## config.mk

```make
export PLATFORM = sky130hd
export DESIGN_NAME = p2m_demux
export DESIGN_NICKNAME = d
export VERILOG_FILES = /design/src/rtl/p2m_pkg.sv /design/src/rtl/p2m_chan_fifo.sv /design/src/rtl/p2m_demux.sv
export SDC_FILE = /design/constraint.sdc
export NUM_CORES = 1
export LEC_CHECK = 0
export ABC_AREA = 1
export CAP_MARGIN = 20
export CORE_UTILIZATION = 55
export DETAILED_ROUTE_END_ITERATION = 16
export PLACE_DENSITY = 0.84
export RECOVER_POWER = 25
export REMOVE_ABC_BUFFERS = 1
export SYNTH_ARGS = -nofsm -noshare
export SYNTH_HDL_FRONTEND = slang
export SYNTH_SLANG_ARGS = --single-unit
export TNS_END_PERCENT = 30
```

## constraint.sdc

```tcl
create_clock -name CLK -period 10.15 [get_ports CLK]
set_input_delay 1.5225 -clock CLK [delete_from_list [all_inputs] [get_ports CLK]]
set_output_delay 1.5225 -clock CLK [all_outputs]
set_load 0.02 [all_outputs]
```

## src/rtl/p2m_pkg.sv

```systemverilog
// Shared widths, message layout and tag decode helper for the pipe-to-method demux.
package p2m_pkg;

    // Default geometry; module parameters may override these per instance.
    localparam int DEF_TAG_WIDTH   = 16;
    localparam int DEF_DATA_WIDTH  = 128;
    localparam int DEF_NUM_METHODS = 4;
    localparam int DEF_FIFO_DEPTH  = 2;

    // Width at which tags are compared against the method count.
    localparam int TAG_CMP_W = 64;

    // Channel-select width; a single method still needs one select bit.
    function automatic int ch_width(input int n);
        if (n > 1) begin
            return $clog2(n);
        end else begin
            return 1;
        end
    endfunction

    // Pointer width: one extra wrap bit tells full from empty.
    function automatic int ptr_width(input int depth);
        return $clog2(depth) + 1;
    endfunction

    localparam int CH_W  = ch_width(DEF_NUM_METHODS);
    localparam int PTR_W = ptr_width(DEF_FIFO_DEPTH);

    // Enq message layout: tag in the MSBs, payload in the LSBs.
    typedef struct packed {
        logic [DEF_TAG_WIDTH-1:0]  tag;
        logic [DEF_DATA_WIDTH-1:0] payload;
    } p2m_msg_t;

    // A tag addresses a real method only when it is below the method count.
    function automatic logic tag_valid(input logic [TAG_CMP_W-1:0] tag,
                                       input logic [TAG_CMP_W-1:0] num_methods);
        return (tag < num_methods);
    endfunction

endpackage

```

## src/rtl/p2m_chan_fifo.sv

```systemverilog
// Per-method channel FIFO: power-of-two depth, wrap-bit pointers, zeroed output when empty.
module p2m_chan_fifo
    import p2m_pkg::*;
#(
    parameter int DATA_WIDTH = 128,
    parameter int FIFO_DEPTH = 2
) (
    input  logic                  clk,
    input  logic                  rst_n,
    input  logic                  push,
    input  logic [DATA_WIDTH-1:0] din,
    output logic                  full,
    input  logic                  pop,
    output logic [DATA_WIDTH-1:0] dout,
    output logic                  empty
);

    localparam int IDX_W = $clog2(FIFO_DEPTH);
    localparam int PW    = ptr_width(FIFO_DEPTH);

    logic [PW-1:0]         wr_ptr_q;
    logic [PW-1:0]         wr_ptr_d;
    logic [PW-1:0]         rd_ptr_q;
    logic [PW-1:0]         rd_ptr_d;
    logic [DATA_WIDTH-1:0] mem_q [FIFO_DEPTH];
    logic                  do_push_s;
    logic                  do_pop_s;

    // Full when the wrap bits differ but the index bits match; empty when equal.
    assign full  = (wr_ptr_q[PW-1] != rd_ptr_q[PW-1]) &&
                   (wr_ptr_q[IDX_W-1:0] == rd_ptr_q[IDX_W-1:0]);
    assign empty = (wr_ptr_q == rd_ptr_q);

    // A full FIFO never accepts a push, even if it pops in the same cycle.
    assign do_push_s = push & ~full;
    assign do_pop_s  = pop & ~empty;

    // Pointer next-state: advance only on an accepted operation, wrapping modulo 2*depth.
    always_comb begin
        if (do_push_s) begin
            wr_ptr_d = wr_ptr_q + PW'(1'b1);
        end else begin
            wr_ptr_d = wr_ptr_q;
        end
        if (do_pop_s) begin
            rd_ptr_d = rd_ptr_q + PW'(1'b1);
        end else begin
            rd_ptr_d = rd_ptr_q;
        end
    end

    // Pointer registers; asynchronous reset empties the FIFO.
    always_ff @(posedge clk or negedge rst_n) begin
        if (!rst_n) begin
            wr_ptr_q <= {PW{1'b0}};
            rd_ptr_q <= {PW{1'b0}};
        end else begin
            wr_ptr_q <= wr_ptr_d;
            rd_ptr_q <= rd_ptr_d;
        end
    end

    // Storage write; contents need no reset since the pointers gate visibility.
    always_ff @(posedge clk) begin
        if (do_push_s) begin
            mem_q[wr_ptr_q[IDX_W-1:0]] <= din;
        end
    end

    // Head entry, forced to zero when nothing is queued.
    always_comb begin
        if (empty) begin
            dout = {DATA_WIDTH{1'b0}};
        end else begin
            dout = mem_q[rd_ptr_q[IDX_W-1:0]];
        end
    end

endmodule

```

## src/rtl/p2m_demux.sv

```systemverilog
// Pipe-to-method demultiplexer: decodes the enq tag, steers payloads into
// per-method FIFOs, drops and counts out-of-range tags.
module p2m_demux
    import p2m_pkg::*;
#(
    parameter int TAG_WIDTH   = 16,
    parameter int DATA_WIDTH  = 128,
    parameter int NUM_METHODS = 4,
    parameter int FIFO_DEPTH  = 2,
    parameter int CNT_WIDTH   = 32
) (
    input  logic                              CLK,
    input  logic                              nRST,
    input  logic [TAG_WIDTH+DATA_WIDTH-1:0]   pipe_enq_v,
    input  logic                              pipe_enq_ena,
    output logic                              pipe_enq_rdy,
    output logic [NUM_METHODS*DATA_WIDTH-1:0] method_v,
    output logic [NUM_METHODS-1:0]            method_ena,
    input  logic [NUM_METHODS-1:0]            method_rdy,
    output logic [CNT_WIDTH-1:0]              drop_count,
    output logic [TAG_WIDTH-1:0]              last_bad_tag,
    input  logic                              clear_stats
);

    localparam int SEL_W = ch_width(NUM_METHODS);

    logic [TAG_WIDTH-1:0]  tag_s;
    logic [DATA_WIDTH-1:0] payload_s;
    logic                  valid_s;
    logic [SEL_W-1:0]      ch_s;
    logic                  sel_full_s;
    logic                  rdy_s;
    logic [NUM_METHODS-1:0] push_s;
    logic [NUM_METHODS-1:0] pop_s;
    logic [NUM_METHODS-1:0] full_s;
    logic [NUM_METHODS-1:0] empty_s;
    logic [DATA_WIDTH-1:0]  dout_s [NUM_METHODS];

    logic [CNT_WIDTH-1:0] drop_q;
    logic [CNT_WIDTH-1:0] drop_d;
    logic [TAG_WIDTH-1:0] bad_tag_q;
    logic [TAG_WIDTH-1:0] bad_tag_d;

    // Message split and tag decode, purely from the enq data bus.
    assign tag_s     = pipe_enq_v[TAG_WIDTH+DATA_WIDTH-1:DATA_WIDTH];
    assign payload_s = pipe_enq_v[DATA_WIDTH-1:0];
    assign valid_s   = tag_valid(TAG_CMP_W'(tag_s), TAG_CMP_W'(NUM_METHODS));
    assign ch_s      = tag_s[SEL_W-1:0];

    // Ready looks only at the addressed FIFO's full flag, never at method_rdy,
    // so there is no ready-to-ready combinational path. Bad tags are always taken.
    always_comb begin
        sel_full_s = 1'b0;
        for (int i = 0; i < NUM_METHODS; i++) begin
            sel_full_s = sel_full_s | (full_s[i] & (ch_s == SEL_W'(i)));
        end
        if (valid_s) begin
            rdy_s = ~sel_full_s;
        end else begin
            rdy_s = 1'b1;
        end
    end

    assign pipe_enq_rdy = rdy_s;

    // Push steering: only the addressed channel, only for a valid tag.
    always_comb begin
        push_s = {NUM_METHODS{1'b0}};
        for (int i = 0; i < NUM_METHODS; i++) begin
            if (pipe_enq_ena && valid_s && (ch_s == SEL_W'(i))) begin
                push_s[i] = ~full_s[i];
            end else begin
                push_s[i] = 1'b0;
            end
        end
    end

    // A method call fires whenever its FIFO has data and the client is ready.
    assign pop_s      = ~empty_s & method_rdy;
    assign method_ena = pop_s;

    for (genvar g = 0; g < NUM_METHODS; g++) begin : g_chan
        p2m_chan_fifo #(
            .DATA_WIDTH (DATA_WIDTH),
            .FIFO_DEPTH (FIFO_DEPTH)
        ) u_fifo (
            .clk   (CLK),
            .rst_n (nRST),
            .push  (push_s[g]),
            .din   (payload_s),
            .full  (full_s[g]),
            .pop   (pop_s[g]),
            .dout  (dout_s[g]),
            .empty (empty_s[g])
        );
        assign method_v[g*DATA_WIDTH +: DATA_WIDTH] = dout_s[g];
    end

    // Drop statistics next-state: clear wins over a same-cycle drop; count saturates.
    always_comb begin
        drop_d    = drop_q;
        bad_tag_d = bad_tag_q;
        if (clear_stats) begin
            drop_d    = {CNT_WIDTH{1'b0}};
            bad_tag_d = {TAG_WIDTH{1'b0}};
        end else if (pipe_enq_ena && !valid_s) begin
            if (drop_q != {CNT_WIDTH{1'b1}}) begin
                drop_d = drop_q + CNT_WIDTH'(1'b1);
            end else begin
                drop_d = drop_q;
            end
            bad_tag_d = tag_s;
        end else begin
            drop_d    = drop_q;
            bad_tag_d = bad_tag_q;
        end
    end

    // Drop statistics registers.
    always_ff @(posedge CLK or negedge nRST) begin
        if (!nRST) begin
            drop_q    <= {CNT_WIDTH{1'b0}};
            bad_tag_q <= {TAG_WIDTH{1'b0}};
        end else begin
            drop_q    <= drop_d;
            bad_tag_q <= bad_tag_d;
        end
    end

    assign drop_count   = drop_q;
    assign last_bad_tag = bad_tag_q;

endmodule

```

==> key figures <==
Yosys
  – Area contributors post-synth: edfxtp_1 74%, nand2_1 11%, a21oi_1 6.2%, dfrtp_1 3.8%, clkbuf_1 0.96%
  – Synthesized area: 41730 sq um
  – Mapped Cells: 3280
  – Yosys reg bits: 1088
  – Ys Warns: 0
  – Largest area contributor in the netlist: edfxtp_1
  – Seq/Total Area, Yosys: 0.7752
  – Syn_area_per_cell: 12.72 sq um
  – Post-synth cell types: 30
  – Ys flop type: edfxtp_1
  – Async SR Flop Fraction: 0.05882
  – Post-synth top area share: 0.7368
  – Number of synthesized flops with an enable pin: 1024

Layout
  – Number of fill cells in the layout: 4620
  – Layout cells sized above 1: 0.05351
  – Nets@finish: 4100
  – Synth-to-layout area growth: 27.17%

Timing
  – Final Hold Fails: 0
  – # setup viols final: 0
  – Final Critical Period: 6.088 ns
  – Fmax: 0.1642 GHz
  – Fin Setup TNS: 0 ns
  – Final slew viol count: 65
  – RSZ-0062 raised after global routing: false
  – Setup Skew: 0.05423 ns
  – Slew @ Worst Pin: 3.715 ns
  – Final period utilization: 0.5998
  – Slew HR: -1.477

Routing
  – Residual DRC count: 0
  – Post-route ant nets: 0
  – DR WL/cell: 25.41 microns
  – Detailed Route Iter0 Violations: 3358
  – Via/cell ratio: 5.893
  – Final WL: 127.5 mm
  – Vias: 29560
  – DRT Pass-1 Iters: 6

Clock tree
  – Postcts setup bufs: 0
  – Reg clk slew, reported paths: 0.06 ns
  – CTS max path bufs: 3
  – CTS Hold Bufs: 0
  – Clock sink total: 1088
  – Worst skew pair latency: 0.69 ns
  – Post_cts resized: 0
  – CTS tree: done
  – CTS H-tree depth: 3
  – Total CTS buffers: 105
  – Root Buffer: clkbuf_16

Placement
  – DPL Wire Length: 76.05 mm
  – Port Buffers: 716
  – Placer congestion estimate: 0.9408

Pwr
  – Peak supply drop: 0.2978 mV
  – Leak: 18.49 nW
  – Total power: 15.57 mW
  – PD cells: 293.3 nW/um^2

Global route
  – First-pass GRT wire length: 184.6 mm
  – Number of global-route vias before repair: 28700
  – Initial antenna violation count: 10
  – Largest net degree at the start of global routing: 129
  – Grt ovf: 0
  – GRT Util Overall: 0.3236

Worst setup path
  – Crit end category: primary output
  – Worst Path Required: 8.63 ns
  – CP startpoint kind: register
  – Crit path kind: reg -> out
  – Crit path DAT: 4.57 ns
  – Worst-path fanout max: 67

Job
  – Max-cap violations: 1

Floorplan
  – Num rows: 100
  – Die X: 277.5 microns
  – Area of the die: 76980 sq um
  – IO Count: 717
  – Die H: 277.5 microns
  – Initial Util: 0.5578
  – Total core area: 74820 sq um

Run status
  – Violated checks: max-capacitance violations, max-slew violations
  – Outcome: finished with violations

Min path
  – HP Class: reg -> reg
==> sequential cells by signal, summed over array words and instances (netlist names) <==
signal,flops
g_chan.u_fifo.mem_q,1024
drop_count,32
last_bad_tag,16
g_chan.u_fifo.rd_ptr_q,8
g_chan.u_fifo.wr_ptr_q,8
==> worst paths after layout <==
check | from | endpoint | slack, ns | cells after the start
min in group asynchronous | nRST | drop_count[20] | 2.22 | 2
hold / removal | g_chan[3].u_fifo.rd_ptr_q[1] | g_chan[3].u_fifo.rd_ptr_q[1] | 0.49 | 1
setup reg to reg | g_chan[1].u_fifo.rd_ptr_q[0] | g_chan[1].u_fifo.mem_q[0][59] | 6.37 | 5
max in group asynchronous | nRST | g_chan[1].u_fifo.rd_ptr_q[0] | 5.27 | 2
hold reg to reg | g_chan[3].u_fifo.rd_ptr_q[1] | g_chan[3].u_fifo.rd_ptr_q[1] | 0.49 | 1
setup / recovery | g_chan[2].u_fifo.rd_ptr_q[0] | method_v[283] | 4.06 | 5
==> through the flow <==
| step | setup WS [ns] | util | hold slack [ns] | std cells | area [sq um] |
|---|---|---|---|---|---|
| finish | 4.062 | 0.7093 | 0.4939 | 5016 | 53070 |
| global route | 3.953 | 0.7092 | 0.5199 | 5013 | 53060 |
| CTS | 4.018 | 0.7087 | 0.4938 | 5005 | 53020 |
| detailed placement | 4.610 | 0.6629 | 0.4857 | 4808 | 49600 |
| global placement | 4.732 | 0.6628 | 0.4812 | 4807 | 49590 |
| floorplan | 1.362 | - | 0.4652 | 3092 | 40890 |
==> cell usage in the layout (no fill, tap or decap), drive strengths merged, types with 26 or more instances in the layout <==
cell type      count
nand2           1234
edfxtp          1024
clkdlybuf4s50    628
a21oi            519
clkbuf           139
dlygate4sd3       87
nor2              72
dfrtp             64
inv               52
nand3             51
clkinv            42
buf               32
o21ai             26
==> kinds of logic after synthesis <==
| kind of cell | count (synthesis) | synth area share |
|---|---|---|
| and+or+nand+nor | 1378 | 0.1280 |
| DFF | 1088 | 0.7752 |
| AOI/OAI and AO/OA | 549 | 0.06608 |
| buffers and inverters | 237 | 0.02473 |
| xor gates and xnor gates | 27 | 0.005666 |
| adders and majority gates | 1 | 0.0002998 |
==> synth_stat cells, types with 4 or more instances <==
master / n
o21bai_1: 4
nand3b_1: 4
buf_6: 5
edfxtp_1: 1024
a21oi_1: 519
clkbuf_1: 107
nor2_1: 67
dfrtp_1: 64
nand3_1: 48
inv_1: 48
nand2b_1: 4
and2_1: 5
nand2_1: 1231
o21ai_1: 5
buf_2: 70
o21ai_0: 21
buf_4: 4
nand4_1: 5
xor2_1: 10
xnor2_1: 17
==> final cells by class <==
class | count | area (sq um) | share of cell area
Tap cell | 969 | 1212 | 0.02284
Inverter | 49 | 196.4 | 0.003701
Clock inverter | 59 | 620.6 | 0.01169
Timing Repair Buffer | 748 | 7431 | 0.1400
Antenna cell | 10 | 25.02 | 0.0004715
Multi-Input combinational cell | 1955 | 8419 | 0.1586
Sequential cell | 1088 | 32370 | 0.6098
Clock buffer | 138 | 2801 | 0.05279
==> where the power goes <==
part / switching [mW] / leakage [nW] / internal (mW)
clock network: 1.70 / 1.65 / 2.17
registers: 0.170 / 10.1 / 4.93
logic: 4.22 / 6.78 / 2.38
total: 6.09 / 18.5 / 9.47
==> per-layer routing <==
layer  GRT usage  wire length, microns  vias up
met4      0.1745                  7671        0
met2      0.5291                 61510     2132
met5           0                     0        -
met3     0.08389                 14790      370
met1      0.3957                 43500    14320
li1            -                     -    12740
==> critical path, stage by stage, from the launching register on <==
cell,delay [ns]
dfrtp_4,0.96
xnor2_1,0.24
and2_4,0.75
buf_4,0.90
a21oi_1,0.21
clkdlybuf4s50_1,0.65
No activity file was read; power rests on OpenSTA's default activity.
